## src/rtl/qqspi_arbiter.sv

```systemverilog
// -----------------------------------------------------------------------------
// qqspi_arbiter
//
// Purpose:
//   Round-robin arbiter between two bus masters that share one qqspi quad-SPI
//   controller. Master 0 is the CPU and master 1 is a secondary master such as
//   a DMA engine. The winning request is registered, presented to the
//   controller until it answers, and the answer is returned to the owner. The
//   answer is registered read data plus a one-cycle ready pulse.
//
// Optional feature (macro QQSPI_ARB_LOCK_EN):
//   Master 0 may keep ownership across consecutive transactions through
//   m0_lock. This keeps read-modify-write sequences atomic. Without the macro,
//   m0_lock is ignored and arbitration is pure round-robin.
//
// Handshake:
//   A master raises mX_valid with stable request fields and holds them until
//   it sees mX_ready high for one cycle. Toward the controller, s_valid stays
//   high with frozen s_* fields until s_ready is seen. s_ready is ignored
//   whenever no request is outstanding.
//
// Ports:
//   clk, rst                 clock, asynchronous active-high reset
//   mX_valid/addr/wdata/
//   mX_wstrb/psram           master X request (wstrb == 0 means read)
//   m0_lock                  master 0 ownership lock (macro builds only)
//   mX_rdata, mX_ready       registered read data, one-cycle completion pulse
//   s_valid/addr/wdata/
//   s_wstrb/psram            registered request toward qqspi
//   s_rdata, s_ready         controller read data and completion pulse
//   grant                    current or last owner (debug)
// -----------------------------------------------------------------------------
module qqspi_arbiter #(
    parameter int ADDR_WIDTH = 23
) (
    input  logic                  clk,
    input  logic                  rst,
    input  logic                  m0_valid,
    input  logic [ADDR_WIDTH-1:0] m0_addr,
    input  logic [31:0]           m0_wdata,
    input  logic [3:0]            m0_wstrb,
    input  logic                  m0_psram,
    input  logic                  m0_lock,
    output logic [31:0]           m0_rdata,
    output logic                  m0_ready,
    input  logic                  m1_valid,
    input  logic [ADDR_WIDTH-1:0] m1_addr,
    input  logic [31:0]           m1_wdata,
    input  logic [3:0]            m1_wstrb,
    input  logic                  m1_psram,
    output logic [31:0]           m1_rdata,
    output logic                  m1_ready,
    output logic                  s_valid,
    output logic [ADDR_WIDTH-1:0] s_addr,
    output logic [31:0]           s_wdata,
    output logic [3:0]            s_wstrb,
    output logic                  s_psram,
    input  logic [31:0]           s_rdata,
    input  logic                  s_ready,
    output logic                  grant
);

    typedef enum logic [1:0] {
        IDLE  = 2'd0,
        ISSUE = 2'd1,
        RESP  = 2'd2
    } state_t;

    state_t                state_q;
    logic                  s_valid_q;
    logic [ADDR_WIDTH-1:0] s_addr_q;
    logic [31:0]           s_wdata_q;
    logic [3:0]            s_wstrb_q;
    logic                  s_psram_q;
    logic [31:0]           m0_rdata_q;
    logic [31:0]           m1_rdata_q;
    logic                  m0_ready_q;
    logic                  m1_ready_q;
    logic                  grant_q;
    logic                  last_grant_q;

`ifdef QQSPI_ARB_LOCK_EN
    logic                  lock_held_q;
`else
    logic                  unused_lock;
    assign unused_lock = m0_lock;
`endif

    // Arbitration decision, used only in IDLE.
    logic req0_d;
    logic req1_d;
    logic win_valid_d;
    logic win_m1_d;

    always_comb begin
        req0_d = m0_valid;
        req1_d = m1_valid;
`ifdef QQSPI_ARB_LOCK_EN
        // While master 0 holds the lock, master 1 is invisible to arbitration.
        if (lock_held_q) begin
            req1_d = 1'b0;
        end
`endif
        win_valid_d = req0_d | req1_d;
        // Master 1 wins when it is alone, or when both request and master 0
        // was the previous owner.
        win_m1_d    = req1_d & (~req0_d | ~last_grant_q);
    end

    always_ff @(posedge clk or posedge rst) begin
        if (rst) begin
            state_q      <= IDLE;
            s_valid_q    <= 1'b0;
            s_addr_q     <= '0;
            s_wdata_q    <= '0;
            s_wstrb_q    <= '0;
            s_psram_q    <= 1'b0;
            m0_rdata_q   <= '0;
            m1_rdata_q   <= '0;
            m0_ready_q   <= 1'b0;
            m1_ready_q   <= 1'b0;
            grant_q      <= 1'b0;
            last_grant_q <= 1'b1;
`ifdef QQSPI_ARB_LOCK_EN
            lock_held_q  <= 1'b0;
`endif
        end else begin
            case (state_q)
                IDLE: begin
`ifdef QQSPI_ARB_LOCK_EN
                    // Master 0 walked away from a held lock without a final
                    // unlocked transaction.
                    if (lock_held_q && !m0_valid && !m0_lock) begin
                        lock_held_q <= 1'b0;
                    end
`endif
                    if (win_valid_d) begin
                        s_addr_q     <= win_m1_d ? m1_addr  : m0_addr;
                        s_wdata_q    <= win_m1_d ? m1_wdata : m0_wdata;
                        s_wstrb_q    <= win_m1_d ? m1_wstrb : m0_wstrb;
                        s_psram_q    <= win_m1_d ? m1_psram : m0_psram;
                        grant_q      <= win_m1_d;
                        last_grant_q <= win_m1_d;
                        s_valid_q    <= 1'b1;
                        state_q      <= ISSUE;
                    end
                end
                ISSUE: begin
                    // The request fields stay frozen until the controller
                    // answers. Writes also latch s_rdata, which is harmless.
                    if (s_ready) begin
                        if (grant_q) begin
                            m1_rdata_q <= s_rdata;
                            m1_ready_q <= 1'b1;
                        end else begin
                            m0_rdata_q <= s_rdata;
                            m0_ready_q <= 1'b1;
                        end
`ifdef QQSPI_ARB_LOCK_EN
                        if (!grant_q) begin
                            lock_held_q <= m0_lock;
                        end
`endif
                        s_valid_q <= 1'b0;
                        state_q   <= RESP;
                    end
                end
                RESP: begin
                    // Inputs are not sampled here, so a master that still
                    // holds valid for the completed transaction is not
                    // granted again.
                    m0_ready_q <= 1'b0;
                    m1_ready_q <= 1'b0;
                    state_q    <= IDLE;
                end
                default: begin
                    state_q <= IDLE;
                end
            endcase
        end
    end

    assign s_valid  = s_valid_q;
    assign s_addr   = s_addr_q;
    assign s_wdata  = s_wdata_q;
    assign s_wstrb  = s_wstrb_q;
    assign s_psram  = s_psram_q;
    assign m0_rdata = m0_rdata_q;
    assign m1_rdata = m1_rdata_q;
    assign m0_ready = m0_ready_q;
    assign m1_ready = m1_ready_q;
    assign grant    = grant_q;

endmodule

```

## config.mk

```make
export PLATFORM = sky130hd
export DESIGN_NAME = qqspi_arbiter
export DESIGN_NICKNAME = d
export VERILOG_FILES = /design/src/rtl/qqspi_arbiter.sv
export SDC_FILE = /design/constraint.sdc
export NUM_CORES = 1
export LEC_CHECK = 0
export CAP_MARGIN = 20
export CORE_ASPECT_RATIO = 0.6
export CORE_MARGIN = 2
export CORE_UTILIZATION = 45
export CTS_BUF_LIST = sky130_fd_sc_hd__clkbuf_8
export CTS_CLUSTER_SIZE = 12
export DETAILED_ROUTE_END_ITERATION = 6
export DONT_BUFFER_PORTS = 1
export GPL_TIMING_DRIVEN = 0
export PLACE_DENSITY_LB_ADDON = 0.25
export SYNTH_ARGS = -nofsm -noshare
export SYNTH_HDL_FRONTEND = slang
export SYNTH_SLANG_ARGS = --single-unit
export TNS_END_PERCENT = 5
```

## constraint.sdc

```tcl
create_clock -name clk -period 4.5 [get_ports clk]
set_input_delay 0.675 -clock clk [delete_from_list [all_inputs] [get_ports clk]]
set_output_delay 0.675 -clock clk [all_outputs]
set_load 0.02 [all_outputs]
```

==> results of run 1 <==
==> cells in the mapped netlist <==
| master | count | area, sq um |
|---|---|---|
| nand2_1 | 5 | 18.8 |
| a21bo_1 | 1 | 10.0 |
| nand2b_1 | 2 | 12.5 |
| inv_1 | 2 | 7.51 |
| mux2_2 | 125 | 1410 |
| o21ai_0 | 1 | 5.00 |
| a21oi_1 | 1 | 5.00 |
| buf_2 | 12 | 60.1 |
| nor2_1 | 2 | 7.51 |
| mux2_4 | 59 | 886 |
| dfrtp_1 | 130 | 3250 |
| buf_6 | 7 | 78.8 |
| o21ai_2 | 1 | 8.76 |
| nor3_1 | 1 | 5.00 |
| a21o_1 | 2 | 15.0 |
| dfstp_2 | 1 | 26.3 |
| nand3b_1 | 1 | 7.51 |
| a31oi_1 | 1 | 6.26 |
==> worst reg2reg max path: stages, from the launching register on <==
cell	delay, ns
dfrtp_1	0.42
nand3b_1	0.22
nor2_1	0.38
buf_2	0.36
mux2_2	0.38
==> registers in the layout (all words and copies together), names as in the netlist, 2 cells and up <==
signal and flops:
s_addr 23, s_wstrb 4, state_q 2, s_wdata 32, m0_rdata 32, m1_rdata 32
==> area by class of cell <==
cell class	instances	area, sq um	area share
buffer	19	139	0.0215
clock buffer	17	234	0.0363
clock inverter	15	146	0.0227
inverter	2	12.5	0.00194
multi-input combinational	202	2390	0.372
sequential	131	3280	0.509
tap	170	213	0.0330
timing repair buffer	1	27.5	0.00427
==> power by group through the flow <==
stage,Combinational (mW),Sequential [mW],Clock [mW]
2_1_floorplan,1.07,2.82,0
3_3_place_gp,1.18,2.99,0
3_5_place_dp,1.25,3.01,0
4_1_cts,1.25,2.99,0.981
5_1_grt,1.34,3.05,1.04
6_report,1.22,2.98,0.949
==> per-layer routing <==
layer,part of all wire,vias to the layer above,track usage
li1,-,1305,-
met1,0.39,1504,0.201
met2,0.49,151,0.287
met3,0.11,10,0.0816
met4,0.011,0,0.0600
met5,0,-,0
==> per-stage QoR <==
| stage | hold slack [ns] | area (sq um) |
|---|---|---|
| 2_1_floorplan | 0.505 | 5820 |
| 5_1_grt | 0.0755 | 6450 |
| 4_1_cts | 0.0657 | 6450 |
| 3_5_place_dp | 0.526 | 6070 |
| 3_3_place_gp | 0.512 | 6030 |
| 6_report | 0.0879 | 6450 |
==> worst max path at each step <==
stage / startpoint / endpoint / cells after the start
3_3_place_gp: rst / m0_rdata[0] / 1
5_1_grt: state_q[1] / m0_rdata[27] / 4
6_report: state_q[1] / m0_rdata[15] / 4
4_1_cts: state_q[1] / m0_rdata[15] / 4
3_5_place_dp: s_ready / m0_rdata[21] / 4
2_1_floorplan: rst / grant / 1
==> cells by family (layout without fill, tap and decap cells) <==
kind of cell           after synthesis  after routing
DFF                                131            131
and+or+nand+nor                     11             11
muxes                              184            184
buffers and inverters               21             54
AOI/OAI and AO/OA                    7              7
==> run_results.csv, run 1 <==
group,metric,value,unit
outcome,status,"finished clean",
floorplan,io_pins,286,
pwr,powerDensity,799,nW/um^2
cells_and_area,mostFrequentLayoutCells,"130 x dfrtp_1, 125 x mux2_2, 59 x mux2_4",
drt,initialDrtViolationCount,57,
timing,hold_viol,0,
drt,drt_wl_total,12400,microns
setup_path,critPathKind,"reg -> reg",
logic_synthesis,syn_area,5820,sq um
global_routing,overflow,0,
cells_and_area,final_cells,557,
logic_synthesis,synth_compound_area_frac,0.00860,
setup_path,cp-start-kind,"register",
job,maxCapViolations,0,
pwr,p_leak,2.92,nW
cells_and_area,diodes,0,
setup_path,reg2reg_to,"m0_rdata[15]",
global_routing,grt_antenna_before_repair,0,
cells_and_area,layout-drive-gt1-share,0.615,
logic_synthesis,ys_ff_latch,131,
clocking,cts_setup_buffers,0,
logic_synthesis,muxShareOfSynthArea,0.394,
global_routing,grt_max_degree,99,
timing,setup_viol,0,
logic_synthesis,synth_area_per_cell,16.4,sq um
drt,drtPass1Iterations,4,
drt,avgViaCountPerCell,5.33,
floorplan,core,12700,sq um
global_routing,track_usage,0.174,
timing,fin_crit,1.86,ns
cells_and_area,layout.nets,532,
global_routing,grt_pass1_vias,3235,
setup_path,cp.arrival,2.16,ns
clocking,tritoncts,"done",
setup_path,end_kind,"register",
global_routing,grt_pass1_wl,18000,microns
placed_design,placed_cells,525,
pwr,p_total,5.15,mW
logic_synthesis,synth-adder-area-share,0,
timing,tightest_slew,0.499,ns
timing,rsz0062_at_grt,"false",
logic_synthesis,synth-xor-area-share,0,
clocking,cts_buffer_depth,2,
floorplan,fp.dieArea,13900,sq um
logic_synthesis,yosys.area_share.simple,0.00881,
setup_path,reg2reg_setup_slack,2.64,ns
clocking,cts_sinks,131,
floorplan,initial_utilization,0.457,
drt,vias,2970,
placed_design,preCtsSetupSlack,2.46,ns
pwr,power_switching,2.14,mW
cells_and_area,areaGrowthSynthToFinish,10.7,%
timing,fin_worst_skew,0.0165,ns
clocking,post_cts_resized,0,
cells_and_area,final_common_cell,"dfrtp_1",
setup_path,r2r.worst_path.cells,4,
clocking,cts-buffers-inserted,17,
pwr,p_int,3.01,mW
pwr,clkPwrFrac,0.184,
pwr,p_seq_frac,0.578,
timing,fin_setup_tns,0,ns
timing,drv_slew,0,
logic_synthesis,synth_cells,354,
logic_synthesis,synth_top_family_by_area,"multiplexers",
floorplan,dieHeight,92.1,microns
floorplan,rows,32,
logic_synthesis,synth_cell_types,18,
timing,finalCritPeriodShare,0.413,
placed_design,gp_congestion,0.713,
logic_synthesis,yosysSeqAreaShare,0.563,
pwr,ir_drop,0.367,mV
setup_path,worst-path-buf-inv,1,
floorplan,fp.dieW,151,microns
drt,ant_nets,0,
cells_and_area,fin_util,0.506,
setup_path,path_max_fanout,10,
logic_synthesis,synth_fp_nets,512,
drt,drc,0,
pwr,switching_share,0.415,
setup_path,cp_data_required_time,4.80,ns
setup_path,critPathMaxStageDelay,0.42,ns
clocking,clock_latency,0.42,ns
timing,setup_ws,2.64,ns
min_path,hold_class,"in -> async",
clocking,clk_pin_slew_worst_paths,0.08,ns
setup_path,crit_family,"simple AND/OR/NAND/NOR gates",
timing,slew_headroom,0.668,
drt,post_drt_wl_per_cell,22.2,microns
setup_path,r2r_start,"state_q[1]",
clocking,cts_max_level,4,
logic_synthesis,ys_warn_count,0,
timing,fmax,0.538,GHz
pwr,combPwrFrac,0.237,
placed_design,numPortBuffers,0,
placed_design,dp_hpwl,9320,microns
clocking,clock-root-buffer,"clkbuf_8",
cells_and_area,fillers,1067,
setup_path,crit_chain,"nand3b_1 > nor2_1 > buf_2 > mux2_2",
setup_path,critPathSlowestCell,"dfrtp_1",
clocking,postCtsHoldBufs,0,
No activity file was read; power rests on OpenSTA's default activity.
==> run 2: changes to the inputs <==
==> constraint.sdc (replaced) <==
create_clock -name clk -period 1.7 [get_ports clk]
set_input_delay 0.255 -clock clk [delete_from_list [all_inputs] [get_ports clk]]
set_output_delay 0.255 -clock clk [all_outputs]
set_load 0.02 [all_outputs]
==> run 2 against run 1 <==
  * The run now ends with DRC, setup timing left
  * Sequential share of layout area decreased by 4.4 points
  * Cell area increased by 9.4%
  * Hold slack improved by 0.020 ns
  * Global-route usage increased by 1.1 points
  * Cell count increased by 7.5%
  * Register-to-register slack got worse by 2.6 ns
  * Largest cell class unchanged
  * Clock-buffer cell count increased by 1
==> run_results.csv, run 2 (synthesis results as in run 1) <==
group,metric,value,unit
setup_path,cp.arrival,2.00,ns
global_routing,grt_max_degree,44,
timing,setup_ws,-0.00219,ns
timing,hold_viol,0,
global_routing,grt_pass1_vias,3464,
global_routing,grt_pass1_wl,19300,microns
floorplan,rows,32,
setup_path,cp-start-kind,"register",
drt,vias,3190,
setup_path,critPathMaxStageDelay,0.56,ns
timing,slew_headroom,0.734,
setup_path,path_max_fanout,10,
timing,tightest_slew,0.400,ns
placed_design,preCtsSetupSlack,-0.230,ns
timing,setup_viol,1,
drt,drt_wl_total,12900,microns
setup_path,critPathKind,"reg -> reg",
floorplan,fp.dieW,151,microns
clocking,cts-buffers-inserted,17,
drt,initialDrtViolationCount,92,
clocking,cts_max_level,4,
cells_and_area,fin_util,0.554,
timing,fmax,0.587,GHz
drt,ant_nets,0,
clocking,tritoncts,"done",
clocking,cts_sinks,131,
floorplan,initial_utilization,0.457,
clocking,clk_pin_slew_worst_paths,0.08,ns
floorplan,fp.dieArea,13900,sq um
cells_and_area,mostFrequentLayoutCells,"130 x dfrtp_1, 120 x mux2_2, 64 x mux2_4",
timing,holdWs,0.108,ns
timing,rsz0062_at_grt,"true",
timing,fin_setup_tns,-0.00219,ns
floorplan,io_pins,286,
cells_and_area,fillers,1009,
timing,fin_worst_skew,0.0195,ns
cells_and_area,multi_input_area,2430,sq um
drt,avgViaCountPerCell,5.33,
cells_and_area,final_common_cell,"dfrtp_1",
timing,finalCritPeriodShare,1.00,
placed_design,dp_hpwl,9300,microns
cells_and_area,layout.nets,574,
pwr,ir_drop,0.890,mV
setup_path,critPathSlowestCell,"dfstp_2",
pwr,p_leak,3.19,nW
cells_and_area,diodes,0,
min_path,hold_class,"in -> reg",
floorplan,core,12700,sq um
timing,drv_slew,0,
drt,drc,1,
pwr,p_total,14.1,mW
setup_path,crit_chain,"a21bo_4 > buf_12 > buf_12 > mux2_4 > mux2_2",
placed_design,gp_congestion,0.791,
cells_and_area,layout-drive-gt1-share,0.576,
setup_path,crit_top_cell,"buf_12",
floorplan,dieHeight,92.1,microns
global_routing,track_usage,0.185,
clocking,clock_latency,0.42,ns
pwr,powerDensity,2000,nW/um^2
drt,drtPass1Iterations,7,
global_routing,overflow,0,
global_routing,grt_antenna_before_repair,0,
drt,post_drt_wl_per_cell,21.5,microns
outcome,violations,"DRC, setup timing",
cells_and_area,regArea,3280,sq um
setup_path,end_kind,"register",
setup_path,cp_data_required_time,2.00,ns
timing,fin_crit,1.70,ns
placed_design,numPortBuffers,0,
clocking,cts_buffer_depth,2,
clocking,clock-root-buffer,"clkbuf_8",
cells_and_area,areaGrowthSynthToFinish,21.1,%
job,maxCapViolations,0,
outcome,status,"complete, but fails checks",
==> run 2: area by class of cell <==
class,instances,share of cell area
buffer,19,0.0305
clock buffer,18,0.0351
clock inverter,14,0.0213
inverter,2,0.00160
multi-input combinational,202,0.345
sequential,131,0.465
tap,170,0.0302
timing repair buffer,43,0.0714
==> run 2: repair_timing <==
item	4_1_cts	5_1_grt
endpoints found under the hold margin	196	0
hold buffers	36	0
setup endpoints to repair	72	107
gates cloned	0	3
gates resized for setup	4	30
pin swaps	0	1
setup buffers	0	1
==> run 2: where the power goes <==
part | internal, mW | switching [mW]
combinational | 2.32 | 1.26
sequential | 4.72 | 3.18
clock | 1.36 | 1.26
==> run 2: critical path: cells and delay by family (launching register included) <==
family / cells / cell delay [ns]
mux: 2 / 0.58
flops: 1 / 0.56
compound gates: 1 / 0.15
buf+inv: 2 / 0.30
==> run 2: metrics by stage <==
| step | cells | area (sq um) |
|---|---|---|
| final | 599 | 7050 |
| after global routing | 599 | 7050 |
| after CTS | 595 | 6870 |
| after detailed placement | 527 | 6100 |
| after global placement | 524 | 6040 |
| after floorplan | 354 | 5820 |
==> run 2: final timing paths <==
path,from,end,slack (ns),depth (start not counted)
worst min-delay path,m0_addr[22],s_addr[22],0.11,2
max in group asynchronous,rst,last_grant_q,0.87,3
worst max-delay path,last_grant_q,s_addr[11],-0.002,5
min in group asynchronous,rst,m0_rdata[28],0.28,2
worst max register to register,last_grant_q,s_addr[11],-0.002,5
worst min register to register,state_q[0],state_q[0],0.61,2
==> run 2: per-layer routing <==
layer  vias up  routed length (microns)  global-route usage
met2       142                     6490               0.304
met1      1644                     4990               0.220
met3        14                     1230              0.0756
met4         0                      188              0.0639
met5         -                        0                   0
li1       1390                        -                   -
==> run 3: changes to the inputs <==
--- a/config.mk
+++ b/config.mk
@@ -8,8 +8,9 @@
 export CAP_MARGIN = 20
 export CORE_ASPECT_RATIO = 0.6
 export CORE_MARGIN = 2
-export CORE_UTILIZATION = 45
+export CORE_UTILIZATION = 59
 export CTS_BUF_LIST = sky130_fd_sc_hd__clkbuf_8
+export CTS_CLUSTER_DIAMETER = 30
 export CTS_CLUSTER_SIZE = 12
 export DETAILED_ROUTE_END_ITERATION = 6
 export DONT_BUFFER_PORTS = 1
==> run 3 against run 2 <==
  * The run ends with setup timing left
  * Wire length grew 0.18%
  * Combinational power shrank 6%
  * Worst setup slack better by 0.0019 ns
  * Critical path depth is the same
  * Via count increased by 0.53%
  * Cell count shrank 6.5%
  * Total power grew 0.15%
  * Register-to-register slack hardly changed
  * Clock-buffer cell count is 1 higher
  * Clock power increased by 7%
  * Sequential cell count is the same
  * Largest power group unchanged
==> run_results.csv, run 3 (synthesis results as in run 1) <==
group,metric,value,unit
timing,slew_headroom,0.687,
clocking,cts-buffers-inserted,17,
drt,post_drt_wl_per_cell,23.1,microns
floorplan,initial_utilization,0.598,
setup_path,cp-start-kind,"register",
timing,fin_worst_skew,0.0153,ns
floorplan,fp.dieArea,10700,sq um
cells_and_area,diodes,0,
pwr,powerDensity,2060,nW/um^2
outcome,violations,"setup timing",
placed_design,gp_congestion,0.741,
setup_path,critPathSlowestCell,"dfstp_2",
floorplan,core,9740,sq um
global_routing,track_usage,0.237,
drt,avgViaCountPerCell,5.73,
global_routing,grt_pass1_wl,18800,microns
timing,drv_slew,0,
clocking,cts_sinks,131,
global_routing,overflow,0,
setup_path,cp.arrival,2.01,ns
placed_design,dp_hpwl,9430,microns
timing,fmax,0.588,GHz
setup_path,worst-path-buf-inv,2,
setup_path,critPathKind,"reg -> reg",
cells_and_area,mostFrequentLayoutCells,"130 x dfrtp_1, 125 x mux2_2, 59 x mux2_4",
floorplan,dieHeight,80.9,microns
timing,setup_ws,-0.000308,ns
cells_and_area,layout-drive-gt1-share,0.560,
clocking,clock-root-buffer,"clkbuf_8",
timing,fin_crit,1.70,ns
cells_and_area,final_common_cell,"dfrtp_1",
min_path,hold_class,"in -> reg",
cells_and_area,fillers,653,
global_routing,grt_antenna_before_repair,0,
drt,drtPass1Iterations,4,
timing,fin_setup_tns,-0.000308,ns
clocking,cts_buffer_depth,2,
setup_path,cp_data_required_time,2.01,ns
job,maxCapViolations,0,
floorplan,io_pins,286,
clocking,clk_pin_slew_worst_paths,0.08,ns
setup_path,end_kind,"register",
timing,tightest_slew,0.469,ns
pwr,p_leak,3.12,nW
timing,rsz0062_at_grt,"true",
drt,drc,0,
cells_and_area,layout.nets,570,
setup_path,critPathMaxStageDelay,0.54,ns
timing,setup_viol,1,
clocking,cts_max_level,4,
clocking,tritoncts,"done",
drt,initialDrtViolationCount,108,
clocking,clock_latency,0.43,ns
setup_path,crit_top_cell,"buf_6",
timing,finalCritPeriodShare,1.00,
cells_and_area,fin_util,0.705,
drt,ant_nets,0,
global_routing,grt_max_degree,42,
timing,hold_viol,0,
drt,drt_wl_total,12900,microns
cells_and_area,areaGrowthSynthToFinish,18.0,%
outcome,status,"complete, but fails checks",
setup_path,path_max_fanout,10,
clocking,cts_setup_buffers,0,
setup_path,crit_chain,"a21bo_1 > buf_6 > buf_6 > mux2_4 > mux2_2",
global_routing,grt_pass1_vias,3352,
setup_path,reg2reg_setup_slack,-0.0003,ns
placed_design,numPortBuffers,0,
setup_path,crit_family,"multiplexers",
floorplan,fp.dieW,132,microns
floorplan,rows,28,
drt,vias,3207,
pwr,ir_drop,1.03,mV
-- run 3: cell types whose count changed in the layout (fill, tap and decap cells not counted), sizes merged --
cell,change
clkinv,-2
clkinvlp,+1
bufinv,+2
buf,-3
inv,-2
-- run 3: worst paths after layout --
kind,start,endpoint,depth (start not counted)
hold / removal,m0_wdata[15],s_wdata[15],2
min in group asynchronous,rst,s_wdata[9],2
hold reg to reg,state_q[0],state_q[0],2
max in group asynchronous,rst,s_wdata[31],4
setup / recovery,last_grant_q,s_wdata[2],5
setup reg to reg,last_grant_q,s_wdata[2],5
-- run 3: metal layers --
metal	routed length, microns	track usage	up-vias
met5	0	0	-
met4	197	0.103	0
met3	1220	0.0924	20
met2	6700	0.415	163
met1	4800	0.265	1640
li1	-	-	1384
-- run 3: worst reg2reg max path, stage by stage (launching register included) --
cell and delay, ns:
dfstp_2 0.54, a21bo_1 0.12, buf_6 0.15, buf_6 0.20
mux2_4 0.33, mux2_2 0.26
-- run 3: report_power, final --
part           internal [mW]  total (mW)  switching (mW)
clock                   1.65        2.80            1.15
sequential              4.72        7.94            3.22
combinational           2.16        3.38            1.22
-- run 3: what timing repair did --
| item | 4_1_cts | 5_1_grt |
|---|---|---|
| hold buffers | 35 | 1 |
| pin swaps | 0 | 0 |
| endpoints found under the hold margin | 83 | 2 |
| resized for setup | 2 | 10 |
| endpoints found under the setup margin | 35 | 101 |
-- run 3: stage by stage --
step / hold WS (ns) / setup WS [ns] / power, mW / std cells / area, sq um
2_1_floorplan: 0.318 / -0.177 / 10.3 / 354 / 5820
3_3_place_gp: 0.323 / -0.776 / 11.1 / 489 / 5990
3_5_place_dp: 0.171 / -0.138 / 11.3 / 492 / 6050
4_1_cts: -0.0433 / -0.0123 / 14.2 / 559 / 6840
5_1_grt: 0.0723 / -0.0641 / 14.8 / 560 / 6870
6_report: 0.0940 / -0.000308 / 14.1 / 560 / 6870
-- run 3: layout make-up --
cell class | count | area (sq um) | share of cell area
tap | 135 | 169 | 0.0246
buffer | 19 | 158 | 0.0230
inverter | 2 | 11.3 | 0.00164
sequential | 131 | 3280 | 0.477
clock inverter | 13 | 168 | 0.0244
multi-input combinational | 202 | 2400 | 0.350
clock buffer | 19 | 262 | 0.0381
timing repair buffer | 39 | 420 | 0.0612
